<file path="src/rtl/calc_cordic_pkg.sv">
// Shared constants, opcode map, angle tables and shift schedule for the CORDIC calculator.
package calc_cordic_pkg;

   localparam logic [3:0] OP_SIN   = 4'd0;
   localparam logic [3:0] OP_COS   = 4'd1;
   localparam logic [3:0] OP_ATAN  = 4'd2;
   localparam logic [3:0] OP_MOD   = 4'd3;
   localparam logic [3:0] OP_MULT  = 4'd4;
   localparam logic [3:0] OP_DIV   = 4'd5;
   localparam logic [3:0] OP_SINH  = 4'd6;
   localparam logic [3:0] OP_COSH  = 4'd7;
   localparam logic [3:0] OP_ATANH = 4'd8;
   localparam logic [3:0] OP_MODH  = 4'd9;

   // Q16.16 scale factors: circular gain compensation K and hyperbolic 1/Kh.
   localparam logic [31:0] K_CIRC_Q = 32'h0000_9B75;
   localparam logic [31:0] KH_INV_Q = 32'h0001_3520;
   localparam logic [31:0] ONE_Q    = 32'h0001_0000;

   typedef enum logic [1:0] {
      MODE_CIRC = 2'd0,
      MODE_LIN  = 2'd1,
      MODE_HYP  = 2'd2
   } cordic_mode_e;

   typedef enum logic [1:0] {
      ST_IDLE   = 2'd0,
      ST_RUN    = 2'd1,
      ST_FINISH = 2'd2,
      ST_DONE   = 2'd3
   } state_e;

   // Coordinate system used by an opcode; unused opcodes run harmlessly in linear mode.
   function automatic cordic_mode_e op_mode(input logic [3:0] op);
      cordic_mode_e m;
      case (op)
         OP_SIN, OP_COS, OP_ATAN, OP_MOD:      m = MODE_CIRC;
         OP_SINH, OP_COSH, OP_ATANH, OP_MODH:  m = MODE_HYP;
         default:                              m = MODE_LIN;
      endcase
      return m;
   endfunction

   // Vectoring opcodes drive y to zero; all others drive z to zero.
   function automatic logic op_vectoring(input logic [3:0] op);
      logic v;
      case (op)
         OP_ATAN, OP_MOD, OP_DIV, OP_ATANH, OP_MODH: v = 1'b1;
         default:                                    v = 1'b0;
      endcase
      return v;
   endfunction

   // Hyperbolic shift schedule 1,2,3,4,4,5..12,13,13,14 (repeats keep convergence).
   function automatic logic [3:0] hyp_shift(input logic [3:0] i);
      logic [3:0] s;
      if (i < 4'd4) begin
         s = i + 4'd1;
      end else if (i <= 4'd13) begin
         s = i;
      end else begin
         s = i - 4'd1;
      end
      return s;
   endfunction

   // atan(2^-i) in Q16.16.
   function automatic logic [31:0] atan_lut(input logic [3:0] i);
      logic [31:0] e;
      case (i)
         4'd0:    e = 32'd51472;
         4'd1:    e = 32'd30386;
         4'd2:    e = 32'd16055;
         4'd3:    e = 32'd8150;
         4'd4:    e = 32'd4091;
         4'd5:    e = 32'd2047;
         4'd6:    e = 32'd1024;
         4'd7:    e = 32'd512;
         4'd8:    e = 32'd256;
         4'd9:    e = 32'd128;
         4'd10:   e = 32'd64;
         4'd11:   e = 32'd32;
         4'd12:   e = 32'd16;
         4'd13:   e = 32'd8;
         4'd14:   e = 32'd4;
         4'd15:   e = 32'd2;
         default: e = 32'd0;
      endcase
      return e;
   endfunction

   // atanh(2^-s) in Q16.16, indexed by the shift amount (s=0 never used).
   function automatic logic [31:0] atanh_lut(input logic [3:0] s);
      logic [31:0] e;
      case (s)
         4'd1:    e = 32'd35999;
         4'd2:    e = 32'd16739;
         4'd3:    e = 32'd8235;
         4'd4:    e = 32'd4101;
         4'd5:    e = 32'd2049;
         4'd6:    e = 32'd1024;
         4'd7:    e = 32'd512;
         4'd8:    e = 32'd256;
         4'd9:    e = 32'd128;
         4'd10:   e = 32'd64;
         4'd11:   e = 32'd32;
         4'd12:   e = 32'd16;
         4'd13:   e = 32'd8;
         4'd14:   e = 32'd4;
         default: e = 32'd0;
      endcase
      return e;
   endfunction

endpackage

</file>
<file path="src/rtl/cordic_step.sv">
// One combinational CORDIC micro-rotation for circular, linear or hyperbolic mode.
module cordic_step
   import calc_cordic_pkg::*;
#(
   parameter int WIDTH = 32
) (
   input  logic signed [WIDTH-1:0] x_i,
   input  logic signed [WIDTH-1:0] y_i,
   input  logic signed [WIDTH-1:0] z_i,
   input  cordic_mode_e            mode_i,
   input  logic                    d_pos_i,
   input  logic [3:0]              shift_i,
   input  logic signed [WIDTH-1:0] e_i,
   output logic signed [WIDTH-1:0] x_o,
   output logic signed [WIDTH-1:0] y_o,
   output logic signed [WIDTH-1:0] z_o
);

   logic signed [WIDTH-1:0] xs_s;
   logic signed [WIDTH-1:0] ys_s;

   assign xs_s = x_i >>> shift_i;
   assign ys_s = y_i >>> shift_i;

   // Apply the rotation direction to y/z and the mode-dependent coupling into x.
   always_comb begin
      x_o = x_i;
      y_o = y_i;
      z_o = z_i;
      if (d_pos_i) begin
         y_o = y_i + xs_s;
         z_o = z_i - e_i;
      end else begin
         y_o = y_i - xs_s;
         z_o = z_i + e_i;
      end
      case (mode_i)
         MODE_CIRC: x_o = d_pos_i ? (x_i - ys_s) : (x_i + ys_s);
         MODE_HYP:  x_o = d_pos_i ? (x_i + ys_s) : (x_i - ys_s);
         default:   x_o = x_i;
      endcase
   end

endmodule

</file>
<file path="src/rtl/calc_cordic_top.sv">
// Iterative multi-function CORDIC calculator: FSM, vector registers and result scaling.
module calc_cordic_top
   import calc_cordic_pkg::*;
#(
   parameter int WIDTH      = 32,
   parameter int ITERATIONS = 16
) (
   input  logic                    clk,
   input  logic                    rst,
   input  logic                    enable,
   input  logic [3:0]              operation,
   input  logic signed [WIDTH-1:0] x_in,
   input  logic signed [WIDTH-1:0] y_in,
   input  logic signed [WIDTH-1:0] z_in,
   output logic signed [WIDTH-1:0] result,
   output logic                    done
);

   localparam int CW = $clog2(ITERATIONS + 1);

   state_e                  state_q, state_d;
   logic [3:0]              op_q, op_d;
   logic signed [WIDTH-1:0] x_q, x_d, y_q, y_d, z_q, z_d;
   logic [CW-1:0]           cnt_q, cnt_d;
   logic signed [WIDTH-1:0] result_q, result_d;
   logic                    done_q, done_d;

   cordic_mode_e            mode_s;
   logic [3:0]              idx_s;
   logic [3:0]              shift_s;
   logic                    d_pos_s;
   logic signed [WIDTH-1:0] e_s;
   logic signed [WIDTH-1:0] x_step_s, y_step_s, z_step_s;
   logic signed [2*WIDTH-1:0] x_ext_s, k_ext_s, kh_ext_s;
   logic signed [WIDTH-1:0] mod_res_s, modh_res_s;

   assign mode_s  = op_mode(op_q);
   assign idx_s   = 4'(cnt_q);
   assign d_pos_s = op_vectoring(op_q) ? y_q[WIDTH-1] : ~z_q[WIDTH-1];

   // Pick the shift amount and angle/step constant for the current iteration.
   always_comb begin
      shift_s = idx_s;
      e_s     = '0;
      case (mode_s)
         MODE_CIRC: begin
            shift_s = idx_s;
            e_s     = WIDTH'(atan_lut(idx_s));
         end
         MODE_HYP: begin
            shift_s = hyp_shift(idx_s);
            e_s     = WIDTH'(atanh_lut(hyp_shift(idx_s)));
         end
         default: begin
            shift_s = idx_s;
            e_s     = WIDTH'(ONE_Q >> idx_s);
         end
      endcase
   end

   cordic_step #(.WIDTH(WIDTH)) u_step (
      .x_i     (x_q),
      .y_i     (y_q),
      .z_i     (z_q),
      .mode_i  (mode_s),
      .d_pos_i (d_pos_s),
      .shift_i (shift_s),
      .e_i     (e_s),
      .x_o     (x_step_s),
      .y_o     (y_step_s),
      .z_o     (z_step_s)
   );

   // Gain compensation for the modulus results: full product, keep bits [WIDTH+15:16].
   assign x_ext_s    = {{WIDTH{x_q[WIDTH-1]}}, x_q};
   assign k_ext_s    = (2*WIDTH)'(K_CIRC_Q);
   assign kh_ext_s   = (2*WIDTH)'(KH_INV_Q);
   assign mod_res_s  = WIDTH'((x_ext_s * k_ext_s) >>> 16);
   assign modh_res_s = WIDTH'((x_ext_s * kh_ext_s) >>> 16);

   // Next-state logic: accept, iterate, then select and publish the result.
   always_comb begin
      state_d  = state_q;
      op_d     = op_q;
      x_d      = x_q;
      y_d      = y_q;
      z_d      = z_q;
      cnt_d    = cnt_q;
      result_d = result_q;
      done_d   = done_q;
      case (state_q)
         ST_IDLE, ST_DONE: begin
            if (enable) begin
               op_d    = operation;
               cnt_d   = '0;
               done_d  = 1'b0;
               state_d = ST_RUN;
               case (operation)
                  OP_SIN, OP_COS: begin
                     x_d = WIDTH'(K_CIRC_Q);
                     y_d = '0;
                     z_d = z_in;
                  end
                  OP_SINH, OP_COSH: begin
                     x_d = WIDTH'(KH_INV_Q);
                     y_d = '0;
                     z_d = z_in;
                  end
                  OP_MULT: begin
                     x_d = x_in;
                     y_d = '0;
                     z_d = z_in;
                  end
                  default: begin
                     x_d = x_in;
                     y_d = y_in;
                     z_d = '0;
                  end
               endcase
            end else begin
               state_d = state_q;
            end
         end
         ST_RUN: begin
            if (cnt_q == CW'(ITERATIONS)) begin
               state_d = ST_FINISH;
            end else begin
               x_d   = x_step_s;
               y_d   = y_step_s;
               z_d   = z_step_s;
               cnt_d = cnt_q + CW'(1);
            end
         end
         ST_FINISH: begin
            case (op_q)
               OP_SIN, OP_MULT, OP_SINH:      result_d = y_q;
               OP_COS, OP_COSH:               result_d = x_q;
               OP_ATAN, OP_DIV, OP_ATANH:     result_d = z_q;
               OP_MOD:                        result_d = mod_res_s;
               OP_MODH:                       result_d = modh_res_s;
               default:                       result_d = '0;
            endcase
            done_d  = 1'b1;
            state_d = ST_DONE;
         end
         default: begin
            state_d = ST_IDLE;
         end
      endcase
   end

   // State and datapath registers with synchronous reset.
   always_ff @(posedge clk) begin
      if (rst) begin
         state_q  <= ST_IDLE;
         op_q     <= 4'd0;
         x_q      <= '0;
         y_q      <= '0;
         z_q      <= '0;
         cnt_q    <= '0;
         result_q <= '0;
         done_q   <= 1'b0;
      end else begin
         state_q  <= state_d;
         op_q     <= op_d;
         x_q      <= x_d;
         y_q      <= y_d;
         z_q      <= z_d;
         cnt_q    <= cnt_d;
         result_q <= result_d;
         done_q   <= done_d;
      end
   end

   assign result = result_q;
   assign done   = done_q;

endmodule

</file>
<file path="config.mk">
export PLATFORM = sky130hd
export DESIGN_NAME = calc_cordic_top
export DESIGN_NICKNAME = d
export VERILOG_FILES = /design/src/rtl/calc_cordic_pkg.sv /design/src/rtl/cordic_step.sv /design/src/rtl/calc_cordic_top.sv
export SDC_FILE = /design/constraint.sdc
export NUM_CORES = 2
export LEC_CHECK = 0
export BUFFER_PORTS_ARGS = -buffer_cell sky130_fd_sc_hd__buf_2
export CELL_PAD_IN_SITES_DETAIL_PLACEMENT = 1
export CELL_PAD_IN_SITES_GLOBAL_PLACEMENT = 1
export CORE_MARGIN = 4
export CORE_UTILIZATION = 50
export DETAILED_ROUTE_END_ITERATION = 7
export PLACE_DENSITY = 0.95
export SLEW_MARGIN = 20
export SYNTH_ARGS = -nofsm -noshare
export SYNTH_HDL_FRONTEND = slang
export SYNTH_HIERARCHICAL = 1
export SYNTH_SLANG_ARGS = --single-unit
</file>
<file path="constraint.sdc">
create_clock -name clk -period 8.2 [get_ports clk]
set_clock_uncertainty 0.1 [all_clocks]
set_input_delay 2.05 -clock clk [delete_from_list [all_inputs] [get_ports clk]]
set_output_delay 2.05 -clock clk [all_outputs]
set_load 0.005 [all_outputs]
</file>
==> impl_metrics.json <==
{
  "clock-sinks": 158,
  "synth-simple-area-share": 0.139,
  "die_area_mm2": 0.0756,
  "synth.cell_area_mm2": 0.0356,
  "n_fill_cell": 8654,
  "syn-instance-count": 4371,
  "crit_arrival_ps": 8270,
  "die_w_um": 275,
  "synth.yosys.seq_area_share": 0.0887,
  "ys_warn_count": 6,
  "numCtsBuffers": 17,
  "start_kind": "flip-flop",
  "maxCapViolations": 0,
  "gp_congestion": 1.04,
  "fp-row-count": 97,
  "yosys.area.top_type_share": 0.189,
  "routedWlPerCell_um": 29.6,
  "worstSkewPairLatency_ps": 530,
  "ant_nets": 0,
  "crit_top_cell": "fa_1",
  "synthArstFlopShare": 0,
  "final_nets": 5424,
  "critPathCaptureType": "flip-flop",
  "cp.required_ps": 8490,
  "violations": "design-rule violations",
  "criticalPathCategory": "flip-flop to flip-flop",
  "min-delay-path-class": "flip-flop to flip-flop",
  "outcome": "finished with violations",
  "finalMaxSlewViolations": 0,
  "grt_overflow_total": 0,
  "vias": 37100,
  "area_growth_pct": 7.73,
  "synth_flop_cell": "dfxtp_1",
  "synth_seq_cells": 158,
  "path_clk_slew_ps": 90,
  "synth_top_family_by_area": "adder cells",
  "rsz0062_at_grt": "false",
  "slew_headroom": 0.102,
  "setup_tns_ps": 0,
  "finalHoldViolations": 0,
  "die_y_um": 275,
  "grt_pass1_vias": 39300,
  "cpPeakStageDelay_ps": 810,
  "cts_tree": "built",
  "layout-drive-gt1-share": 0.0917,
  "port_buffers": 135,
  "period_needed_ps": 7990,
  "grt_max_degree": 78,
  "ys_top_cells_by_count": "637 x inv_1, 495 x ha_1, 337 x fa_1",
  "synth-edff-count": 0,
  "period_share": 0.974,
  "synthMuxAreaShare": 0.0542,
  "viasPerCell": 6.80,
  "dp_hpwl_um": 128000,
  "synth_area_leader_cell": "fa_1",
  "synthTopCellsByArea": "fa_1 19%, ha_1 17%, dfxtp_1 8.9%",
  "ios": 136,
  "max_clock_freq_mhz": 125,
  "grt_pass1_wl_um": 239000,
  "core-area_mm2": 0.0704,
  "grtUsageTotal": 0.418,
  "cts-hold-fix-buffers": 0,
  "synth_xor_area_frac": 0.0599,
  "synth_adder_area_share": 0.363,
  "cts.path.max_buffers": 2,
  "crit_chain": "ha_1, xor2_1, ha_1, a21oi_1, fa_1, fa_1, inv_1, fa_1, inv_1, fa_1, inv_1, ha_1, nand4_1, nor2_1, o311ai_1, a21oi_1, a221oi_2, buf_4, nor4_1, nor2_1, o21ai_0, mux2i_1, a41oi_1",
  "slowest_stage": "dfxtp_1",
  "drc": 111,
  "yosysMostFrequentCell": "inv_1",
  "synth_cell_types": 107,
  "antenna_found_initial": 13,
  "path_max_fanout": 13,
  "cts_root_buf": "clkbuf_16",
  "start_util": 0.506,
  "cts_max_level": 4,
  "routed_wirelength_um": 161000,
  "setup_viol": 0,
  "dr.first_iter.drc_count": 4603,
  "firstDrtPassIters": 8,
  "synth_compound_area_frac": 0.204,
  "avgSynthCellArea_um2": 8.15,
  "worst_pin_slew_ps": 1350
}
per-stage QoR:
step	hold WS (ps)	utilization	cell area (µm²)	std cells	setup WS, ps
detailed placement	358	0.536	37700	5403	580
global placement	352	0.536	37700	5400	670
CTS	375	0.544	38300	5435	507
finish	373	0.545	38400	5450	214
floorplan	349	-	35800	4413	1060
global route	395	0.545	38400	5443	75.1
cells in the final DEF, fill, tap and decap left out, types with 14 or more instances in the layout:
cell / netlist / final
and3_1: 22 / 22
xor2_1: 88 / 87
a22oi_1: 18 / 18
or2_2: 15 / 15
buf_4: 5 / 96
dfxtp_1: 158 / 153
mux2_2: 29 / 29
o211ai_1: 20 / 20
and2_1: 39 / 39
o21bai_1: 23 / 23
a21oi_1: 326 / 326
mux2i_1: 72 / 72
a211oi_1: 58 / 58
nor2b_1: 31 / 31
nand2_1: 318 / 318
nor4_1: 14 / 14
a21o_1: 73 / 73
inv_1: 637 / 637
o221ai_1: 17 / 17
o31ai_1: 26 / 26
o21ai_0: 211 / 208
a221oi_1: 111 / 111
buf_2: 19 / 141
o22ai_1: 16 / 15
mux4_2: 34 / 34
nor3_1: 145 / 142
fa_1: 337 / 337
o21a_1: 22 / 21
a31oi_1: 40 / 40
nor2_1: 319 / 316
xnor2_1: 154 / 153
nand2b_1: 32 / 32
nand3_1: 59 / 59
conb_1: 1 / 43
a222oi_1: 19 / 19
nand4_1: 27 / 27
clkbuf_16: 0 / 17
ha_1: 495 / 494
layout make-up:
| type | count | area, µm² | area share |
|---|---|---|---|
| Antenna cell | 8 | 20.0 | 0.000521 |
| Clock buffer | 17 | 425 | 0.0111 |
| Clock inverter | 15 | 186 | 0.00486 |
| Inverter | 643 | 2410 | 0.0629 |
| Multi-Input combinational cell | 3429 | 29500 | 0.769 |
| Sequential cell | 158 | 3170 | 0.0826 |
| Tap cell | 940 | 1180 | 0.0306 |
| Timing Repair Buffer | 240 | 1460 | 0.0380 |
layer usage:
layer | GRT usage | vias to the layer above | part of all wire
met5 | 0 | - | 0.00083
met4 | 0.377 | 18 | 0.11
met3 | 0.155 | 1038 | 0.11
met2 | 0.645 | 2549 | 0.44
met1 | 0.448 | 18100 | 0.34
li1 | - | 15400 | -
critical path: cells and delay by family (launching register included):
family / cells / cell delay [ps]
AOI/OAI and AO/OA: 6 / 1240
buffers and inverters: 4 / 540
DFF: 1 / 810
and+or+nand+nor: 4 / 1360
xor gates and xnor gates: 1 / 210
adders and majority gates: 7 / 3340
muxes: 1 / 220
what timing repair did:
item / CTS / global route
gates resized for setup: 0 / 2
setup endpoints to repair: 0 / 4
hold endpoints to repair: 0 / 0
buffers inserted: 0 / 0
path summary, 6_finish.rpt:
kind                                start         end  slack, ps  cells after the start
worst min register to register  result[9]   result[9]        370                      2
worst max register to register     x_q[6]  result[27]        210                     23
worst max-delay path               x_q[6]  result[27]        210                     23
worst min-delay path            result[9]   result[9]        370                      2
cell families after synthesis:
family,count (synthesis)
xor+xnor,243
buf+inv,827
simple gates,1071
flops,158
mux,140
compound gates,1099
other cells,1
fa+ha+maj,832
Power is not shown: default switching activity piles up to over one toggle a cycle in this logic, so the estimate is an artifact.
